===== config.mk =====
export PLATFORM = sky130hd
export DESIGN_NAME = timer_ctrl_fsm_flat
export DESIGN_NICKNAME = d
export VERILOG_FILES = /design/src/rtl/timer_ctrl_fsm_if.sv /design/src/rtl/timer_ctrl_fsm.sv /design/src/flat_wrapper.sv
export SDC_FILE = /design/constraint.sdc
export NUM_CORES = 1
export LEC_CHECK = 0
export CAP_MARGIN = 10
export CORE_ASPECT_RATIO = 1.4
export CORE_UTILIZATION = 51
export DETAILED_ROUTE_END_ITERATION = 8
export GPL_TIMING_DRIVEN = 0
export PLACE_DENSITY = 0.8
export SLEW_MARGIN = 40
export SYNTH_ARGS = -nofsm -noshare
export SYNTH_HDL_FRONTEND = slang
export SYNTH_SLANG_ARGS = --single-unit

===== constraint.sdc =====
create_clock -name clk -period 4.8 [get_ports clk]
set_input_delay 0.96 -clock clk [delete_from_list [all_inputs] [get_ports clk]]
set_output_delay 0.96 -clock clk [all_outputs]
set_load 0.005 [all_outputs]

===== src/rtl/timer_ctrl_fsm_if.sv =====
// Keypad and BCD-counter side of the stopwatch/countdown controller.
// The controller takes the master modport; the counter/keypad side takes the slave modport.
interface timer_ctrl_fsm_if;
   logic        key_valid;
   logic [3:0]  key_code;
   logic        tick;
   logic        cnt_zero;
   logic        cnt_max;
   logic        cnt_en;
   logic        cnt_dir;
   logic        cnt_load;
   logic [15:0] load_value;
   logic        cnt_clr;

   modport master (
      input  key_valid, key_code, tick, cnt_zero, cnt_max,
      output cnt_en, cnt_dir, cnt_load, load_value, cnt_clr
   );

   modport slave (
      output key_valid, key_code, tick, cnt_zero, cnt_max,
      input  cnt_en, cnt_dir, cnt_load, load_value, cnt_clr
   );
endinterface


===== src/rtl/timer_ctrl_fsm.sv =====
// Run/pause/config sequencer for the 4-digit BCD stopwatch/countdown counter.
// Buttons are synchronized and edge-detected; keypad codes edit the preset in CONFIG.
module timer_ctrl_fsm #(
   parameter int SYNC_STAGES = 2
) (
   input  logic                   clk,
   input  logic                   reseta,
   input  logic                   pause,
   input  logic                   cfg,
   input  logic                   sel,
   timer_ctrl_fsm_if.master       bus,
   output logic [15:0]            preset,
   output logic [2:0]             state,
   output logic                   running,
   output logic                   done
);

   generate
      if (SYNC_STAGES < 2) begin : g_bad_sync_stages
         $error("timer_ctrl_fsm: SYNC_STAGES must be at least 2");
      end
   endgenerate

   typedef enum logic [2:0] {
      S_IDLE   = 3'd0,
      S_CONFIG = 3'd1,
      S_RUN    = 3'd2,
      S_PAUSED = 3'd3,
      S_DONE   = 3'd4
   } state_t;

   state_t      state_q, state_d;
   logic [15:0] preset_q, preset_d;
   logic        dir_q, dir_d;
   logic        load_q, load_d;
   logic        clr_q, clr_d;
   logic [15:0] lv_q, lv_d;

   logic [SYNC_STAGES-1:0] pause_sync, cfg_sync;
   logic                   pause_prev, cfg_prev;
   logic                   pause_evt, cfg_evt;
   logic                   key_clr;
   logic                   hit;

   // Digits shift in from the right; backspace drops the newest digit.
   function automatic logic [15:0] preset_edit(input logic [15:0] cur, input logic [3:0] key);
      logic [15:0] nxt;
      nxt = cur;
      if (key <= 4'h9)
         nxt = {cur[11:0], key};
      else if (key == 4'hA)
         nxt = 16'h0000;
      else if (key == 4'hB)
         nxt = {4'h0, cur[15:4]};
      return nxt;
   endfunction

   // Button synchronizers; idle level is high, so everything resets to 1.
   always_ff @(posedge clk or negedge reseta) begin
      if (!reseta) begin
         pause_sync <= '1;
         cfg_sync   <= '1;
         pause_prev <= 1'b1;
         cfg_prev   <= 1'b1;
      end else begin
         pause_sync <= {pause_sync[SYNC_STAGES-2:0], pause};
         cfg_sync   <= {cfg_sync[SYNC_STAGES-2:0], cfg};
         pause_prev <= pause_sync[SYNC_STAGES-1];
         cfg_prev   <= cfg_sync[SYNC_STAGES-1];
      end
   end

   assign pause_evt = pause_prev & ~pause_sync[SYNC_STAGES-1];
   assign cfg_evt   = cfg_prev & ~cfg_sync[SYNC_STAGES-1];
   assign key_clr   = bus.key_valid && (bus.key_code == 4'hA);
   assign hit       = dir_q ? bus.cnt_zero : bus.cnt_max;

   always_ff @(posedge clk or negedge reseta) begin
      if (!reseta)
         state_q <= S_IDLE;
      else
         state_q <= state_d;
   end

   always_comb begin
      state_d  = state_q;
      preset_d = preset_q;
      dir_d    = dir_q;
      load_d   = 1'b0;
      clr_d    = 1'b0;
      lv_d     = lv_q;
      case (state_q)
         S_IDLE: begin
            if (cfg_evt) begin
               state_d = S_CONFIG;
            end else if (pause_evt) begin
               if (!sel) begin
                  state_d = S_RUN;
                  load_d  = 1'b1;
                  lv_d    = 16'h0000;
                  dir_d   = 1'b0;
               end else if (preset_q != 16'h0000) begin
                  state_d = S_RUN;
                  load_d  = 1'b1;
                  lv_d    = preset_q;
                  dir_d   = 1'b1;
               end
            end
         end
         S_CONFIG: begin
            if (bus.key_valid)
               preset_d = preset_edit(preset_q, bus.key_code);
            if (cfg_evt) begin
               state_d = S_IDLE;
               clr_d   = 1'b1;
            end
         end
         S_RUN: begin
            // Terminal count takes priority over a simultaneous pause press.
            if (hit)
               state_d = S_DONE;
            else if (pause_evt)
               state_d = S_PAUSED;
         end
         S_PAUSED: begin
            if (pause_evt) begin
               state_d = S_RUN;
            end else if (key_clr) begin
               state_d = S_IDLE;
               clr_d   = 1'b1;
            end
         end
         S_DONE: begin
            if (pause_evt || key_clr) begin
               state_d = S_IDLE;
               clr_d   = 1'b1;
            end
         end
         default: begin
            state_d = S_IDLE;
         end
      endcase
   end

   always_ff @(posedge clk or negedge reseta) begin
      if (!reseta) begin
         preset_q <= 16'h0000;
         dir_q    <= 1'b0;
         load_q   <= 1'b0;
         clr_q    <= 1'b0;
         lv_q     <= 16'h0000;
      end else begin
         preset_q <= preset_d;
         dir_q    <= dir_d;
         load_q   <= load_d;
         clr_q    <= clr_d;
         lv_q     <= lv_d;
      end
   end

   assign state   = state_q;
   assign preset  = preset_q;
   assign running = (state_q == S_RUN);
   assign done    = (state_q == S_DONE);

   // A tick landing on the load cycle is dropped so the loaded value is not stepped.
   assign bus.cnt_en     = running & bus.tick & ~hit & ~load_q;
   assign bus.cnt_dir    = running & dir_q;
   assign bus.cnt_load   = load_q;
   assign bus.cnt_clr    = clr_q;
   assign bus.load_value = lv_q;

endmodule


===== src/flat_wrapper.sv =====
// flat-port wrapper written by rule: the top's interface ports become plain ports
module timer_ctrl_fsm_flat 
#(
   parameter int SYNC_STAGES = 2
)
  (clk, reseta, pause, cfg, sel, preset, state, running, done, bus_key_valid, bus_key_code, bus_tick, bus_cnt_zero, bus_cnt_max, bus_cnt_en, bus_cnt_dir, bus_cnt_load, bus_load_value, bus_cnt_clr);
  timer_ctrl_fsm_if bus_i ();
  input  logic clk;
  input  logic reseta;
  input  logic pause;
  input  logic cfg;
  input  logic sel;
  output logic [15:0] preset;
  output logic [2:0] state;
  output logic running;
  output logic done;
  input wire logic [$bits(bus_i.key_valid)-1:0] bus_key_valid;
  input wire logic [$bits(bus_i.key_code)-1:0] bus_key_code;
  input wire logic [$bits(bus_i.tick)-1:0] bus_tick;
  input wire logic [$bits(bus_i.cnt_zero)-1:0] bus_cnt_zero;
  input wire logic [$bits(bus_i.cnt_max)-1:0] bus_cnt_max;
  output wire logic [$bits(bus_i.cnt_en)-1:0] bus_cnt_en;
  output wire logic [$bits(bus_i.cnt_dir)-1:0] bus_cnt_dir;
  output wire logic [$bits(bus_i.cnt_load)-1:0] bus_cnt_load;
  output wire logic [$bits(bus_i.load_value)-1:0] bus_load_value;
  output wire logic [$bits(bus_i.cnt_clr)-1:0] bus_cnt_clr;
  assign bus_i.key_valid = bus_key_valid;
  assign bus_i.key_code = bus_key_code;
  assign bus_i.tick = bus_tick;
  assign bus_i.cnt_zero = bus_cnt_zero;
  assign bus_i.cnt_max = bus_cnt_max;
  assign bus_cnt_en = bus_i.cnt_en;
  assign bus_cnt_dir = bus_i.cnt_dir;
  assign bus_cnt_load = bus_i.cnt_load;
  assign bus_load_value = bus_i.load_value;
  assign bus_cnt_clr = bus_i.cnt_clr;
  timer_ctrl_fsm #(.SYNC_STAGES(SYNC_STAGES)) u_core (.clk(clk), .reseta(reseta), .pause(pause), .cfg(cfg), .sel(sel), .bus(bus_i), .preset(preset), .state(state), .running(running), .done(done));
endmodule

### Word-level counts from Yosys, hierarchy flattened

Index checks and enable logic that the tools add are counted.

* $lt $le $gt $ge: 1
* eq/ne operators: 13
* mux-type cells: 29
* bitwise operators: 11
* reduce and logical (&&, ||, !) cells: 8

Operator list (count)
* 16-bit two-way mux: 5
* 3-bit two-way mux: 10
* 16-bit nonzero test: 1
* 3-bit case mux with 5 select lines: 1
* 1-bit two-way mux: 12
* 4-bit equality test, second input constant: 2
* 1-bit bitwise AND: 6
* 3-bit by 2-bit equality test with 1-bit output, second input constant: 2
* 2-bit by 1-bit != test with 1-bit output, second input constant: 3
* 3-bit by 1-bit != test with 1-bit output, second input constant: 2
* 6-bit AND reduction: 1
* 1-bit NOT: 5
* 4-bit less-or-equal comparator, second input constant: 1
* 4-bit by 2-bit != test with 1-bit output, second input constant: 1
* 4-bit AND reduction: 1
* 3-bit by 1-bit equality test with 1-bit output, second input constant: 1
* 3-bit equality test, second input constant: 1
* 3-bit logical NOT: 1
* 3-bit != test, second input constant: 1
* 1-bit case mux with 3 select lines: 1
* 3-bit AND reduction: 1
* 3-bit nonzero test: 1
* 1-bit logical AND: 1
* 1-bit logical OR: 1

* flip-flop bits (word level): 44
* output and inout port bits: 41
* logic and storage cells: 72

### Logic depth before layout (Yosys ltp)

* depth after elaboration: 6
* mapped depth: 6

### Worst setup path after synthesis

OpenSTA, ideal clock, no wires.

* kind: input to output
* from: input port bus_cnt_zero
* to: output port bus_cnt_en
* arrival: 1538 ps
* slack: 2302 ps
* cell stages on the path: 2
* path buffers: 0
* cells stage by stage: mux2_2 nor4b_1

* word-level cells in the longest chain between the ends: 4

Ends and longest elaborated chain
* start: declaration: RTL line flat_wrapper.sv:20 `input wire logic [$bits(bus_i.cnt_zero)-1:0] bus_cnt_zero;`
* 1-bit two-way mux: RTL line timer_ctrl_fsm.sv:76 `assign hit = dir_q ? bus.cnt_zero : bus.cnt_max;`
* 1-bit NOT: RTL line timer_ctrl_fsm.sv:167 `assign bus.cnt_en = running & bus.tick & ~hit & ~load_q;`
* 1-bit bitwise AND (2 in a row): RTL line timer_ctrl_fsm.sv:167
* end: declaration: RTL line flat_wrapper.sv:22 `output wire logic [$bits(bus_i.cnt_en)-1:0] bus_cnt_en;`

No other way between the ends.

### Final worst setup path

Ends and elaborated chain as after synthesis.

==> results.py <==
metrics = {
    "cells_and_area": {
        "seqCellArea_mm2": 0.00111,
        "area_growth_syn_to_layout_pct": 34.5,
        "antenna_cells": 0,
        "final_common_cell": "nand2_1",
        "drive_gt1_share_pct": 8.11,
        "fillers": 297,
        "layout.nets": 272,
        "fin_util_pct": 71.4,
        "layout_common_cells": "nand2_1 (57), clkdlybuf4s50_1 (51), dfrtp_1 (38)",
        "multi_input_area_um2": 774,
    },
    "global_route": {
        "grt_max_degree": 45,
        "antenna_found_initial": 0,
        "grt-ovfl-total": 0,
        "met2_usage_pct": 41.2,
        "grtUsageMet3_pct": 7.68,
        "grt_pass1_vias": 1570,
        "grt_usage_pct": 26.1,
        "grt_pass1_wl_um": 7470,
        "use_met1_pct": 32.8,
        "grt_busiest_layer": "met2",
    },
    "floorplan": {
        "dieArea_mm2": 0.00405,
        "core_mm2": 0.00364,
        "start_util_pct": 53.1,
        "die_w_um": 54.1,
        "io_pins": 54,
        "row_count": 26,
        "die_h_um": 74.9,
    },
    "synthesis": {
        "yosysSeqAreaShare_pct": 57.3,
        "ys_seq_elements": 44,
        "syn_avg_cell_area_um2": 9.68,
        "yosysWarnings": 0,
        "synth_nets": 213,
        "ys_types": 39,
        "syn_area_mm2": 0.00194,
        "synth_cells": 200,
    },
    "critical_path": {
        "r2r-end": "u_core.bus.load_value[13]",
        "cp_slowest_cell": "clkdlybuf4s50_1",
        "crit_fanout": 4,
        "cp.arrival_ns": 2.49,
        "r2r-start": "u_core.preset[5]",
        "worstSetupPathType": "in -> out",
        "cp_common_cell": "clkdlybuf4s50_1",
        "max_stage_delay_ns": 0.55,
        "r2r_cells": 6,
        "end_kind": "primary output",
        "crit_chain": "clkdlybuf4s50_1 > mux2_2 > nor4b_1 > clkdlybuf4s50_1",
        "r2r_slack_ns": 2.89,
        "cp.required_ns": 3.84,
        "start_kind": "input port",
    },
    "cts": {
        "cts_buffers": 5,
        "cts_sinks": 44,
        "cts_max_level": 2,
        "cts_tree": "built",
        "hold_buffers": 0,
        "clk_pin_slew_ns": 0.07,
        "cts_buffer_depth": 2,
        "post_cts_buffers": 0,
        "clk_latency_ns": 0.29,
        "cts_resized": 0,
        "clockRootBuffer": "clkbuf_8",
    },
    "timing": {
        "holdWs_ns": 0.357,
        "slew_headroom_pct": 57.0,
        "slew_violations": 0,
        "fin_crit_ns": 3.45,
        "hold_violations": 0,
        "setup_viol": 0,
        "setup_tns_ns": 0,
        "finClkSkew_ns": 0.00560,
        "fmax_mhz": 290,
        "worst_pin_slew_ns": 0.644,
        "fin_crit_sh_pct": 71.9,
        "rsz0062_at_grt": "no",
    },
    "power": {
        "powerDensity_mw_per_mm2": 526,
        "leakage_nw": 1.10,
        "peakVddDrop_mv": 0.382,
    },
    "placement": {
        "port_buffers": 52,
        "place.gp.congestion": 0.833,
        "hpwlAfterDp_um": 3240,
    },
    "hold_path": {
        "min_path_cells": 0,
        "hold_path_end": "u_core.pause_sync[1]",
        "min_from": "u_core.pause_sync[0]",
        "hp-class": "reg -> reg",
    },
    "detailed_routing": {
        "wl_per_cell_um": 15.1,
        "viasPerCell": 5.51,
        "drcViolationCount": 0,
        "first_iter_violations": 54,
        "first_pass_iters": 4,
        "totalWireLength_um": 4530,
        "vias": 1660,
        "ant_nets": 0,
    },
    "run_status": {
        "status": "finished, final reports clean",
    },
    "job": {
        "maxCapViolations": 0,
    },
}
-- through the flow --
stage | setup slack, ns | power, mW | area [µm²] | instances
2_1_floorplan | 2.30 | 0.824 | 1940 | 200
3_3_place_gp | 1.37 | 1.11 | 2510 | 294
3_5_place_dp | 1.34 | 1.13 | 2510 | 294
4_1_cts | 1.33 | 1.38 | 2600 | 301
5_1_grt | 1.27 | 1.47 | 2600 | 301
6_report | 1.35 | 1.37 | 2600 | 301
-- metal layers --
metal / vias up / wire (µm)
met4: 0 / 83
met5: - / 0
met2: 52 / 2310
met3: 7 / 212
met1: 792 / 1920
li1: 809 / -
-- worst max path at each step --
stage,start,end
floorplan,bus_cnt_zero,bus_cnt_en
global placement,bus_cnt_zero,bus_cnt_en
detailed placement,bus_cnt_zero,bus_cnt_en
CTS,bus_cnt_zero,bus_cnt_en
global route,bus_cnt_zero,bus_cnt_en
finish,bus_cnt_zero,bus_cnt_en
-- state kept, by name, summed over array words and instances (netlist names) --
signal and cells:
u_core.preset 16, u_core.cfg_sync 2, u_core.bus.cnt_load 1, u_core.bus.cnt_clr 1, u_core.pause_prev 1, u_core.bus.load_value 16
u_core.state 3, u_core.dir_q 1, u_core.cfg_prev 1, u_core.pause_sync 2
-- worst max-delay path: cells and delay by family --
family                 cells  cell delay, ns
muxes                      1            0.31
buffers and inverters      2            0.96
and+or+nand+nor            1            0.25
-- power breakdown --
group          internal [mW]  total, mW  switching [mW]
Clock                  0.128      0.242           0.114
Combinational          0.309      0.526           0.217
Sequential             0.471      0.600           0.129
-- final cells by class --
class / count / area share (%)
inverters: 4 / 0.577
flip-flops and latches: 44 / 42.6
plain buffers: 9 / 1.44
repair buffers: 52 / 19.9
multi-input cells: 143 / 29.8
well taps: 42 / 2.02
clock buffers: 7 / 3.70
-- synthesized netlist by cell type, drive strengths merged --
library cell	n	area (µm²)
a21boi	1	7.51
a21oi	1	5.00
a22o	1	8.76
a22oi	2	15.0
and2	1	6.26
and3	1	6.26
and4bb	1	12.5
buf	4	18.8
clkbuf	5	18.8
dfrtp	38	951
dfstp	6	158
inv	4	15.0
mux2	2	22.5
mux2i	8	80.1
nand2	57	214
nand2b	2	12.5
nand3	1	5.00
nand3b	2	15.0
nand4	1	6.26
nand4b	1	8.76
nor2	3	11.3
nor2b	1	6.26
nor3	2	10.0
nor3b	1	7.51
nor4	3	18.8
nor4b	1	8.76
o21a	1	7.51
o21ai	37	185
o22ai	2	12.5
o311a	1	10.0
o31ai	2	15.0
o32a	2	20.0
or2	2	12.5
or3	1	6.26
or3b	2	17.5
-- cell families after synthesis --
group | Yosys count | share of synthesized area, %
AOI/OAI and AO/OA | 50 | 14.8
buffers and inverters | 13 | 2.71
DFF | 44 | 57.3
muxes | 10 | 5.30
and+or+nand+nor | 83 | 19.9
No activity file was read; power rests on OpenSTA's default activity.
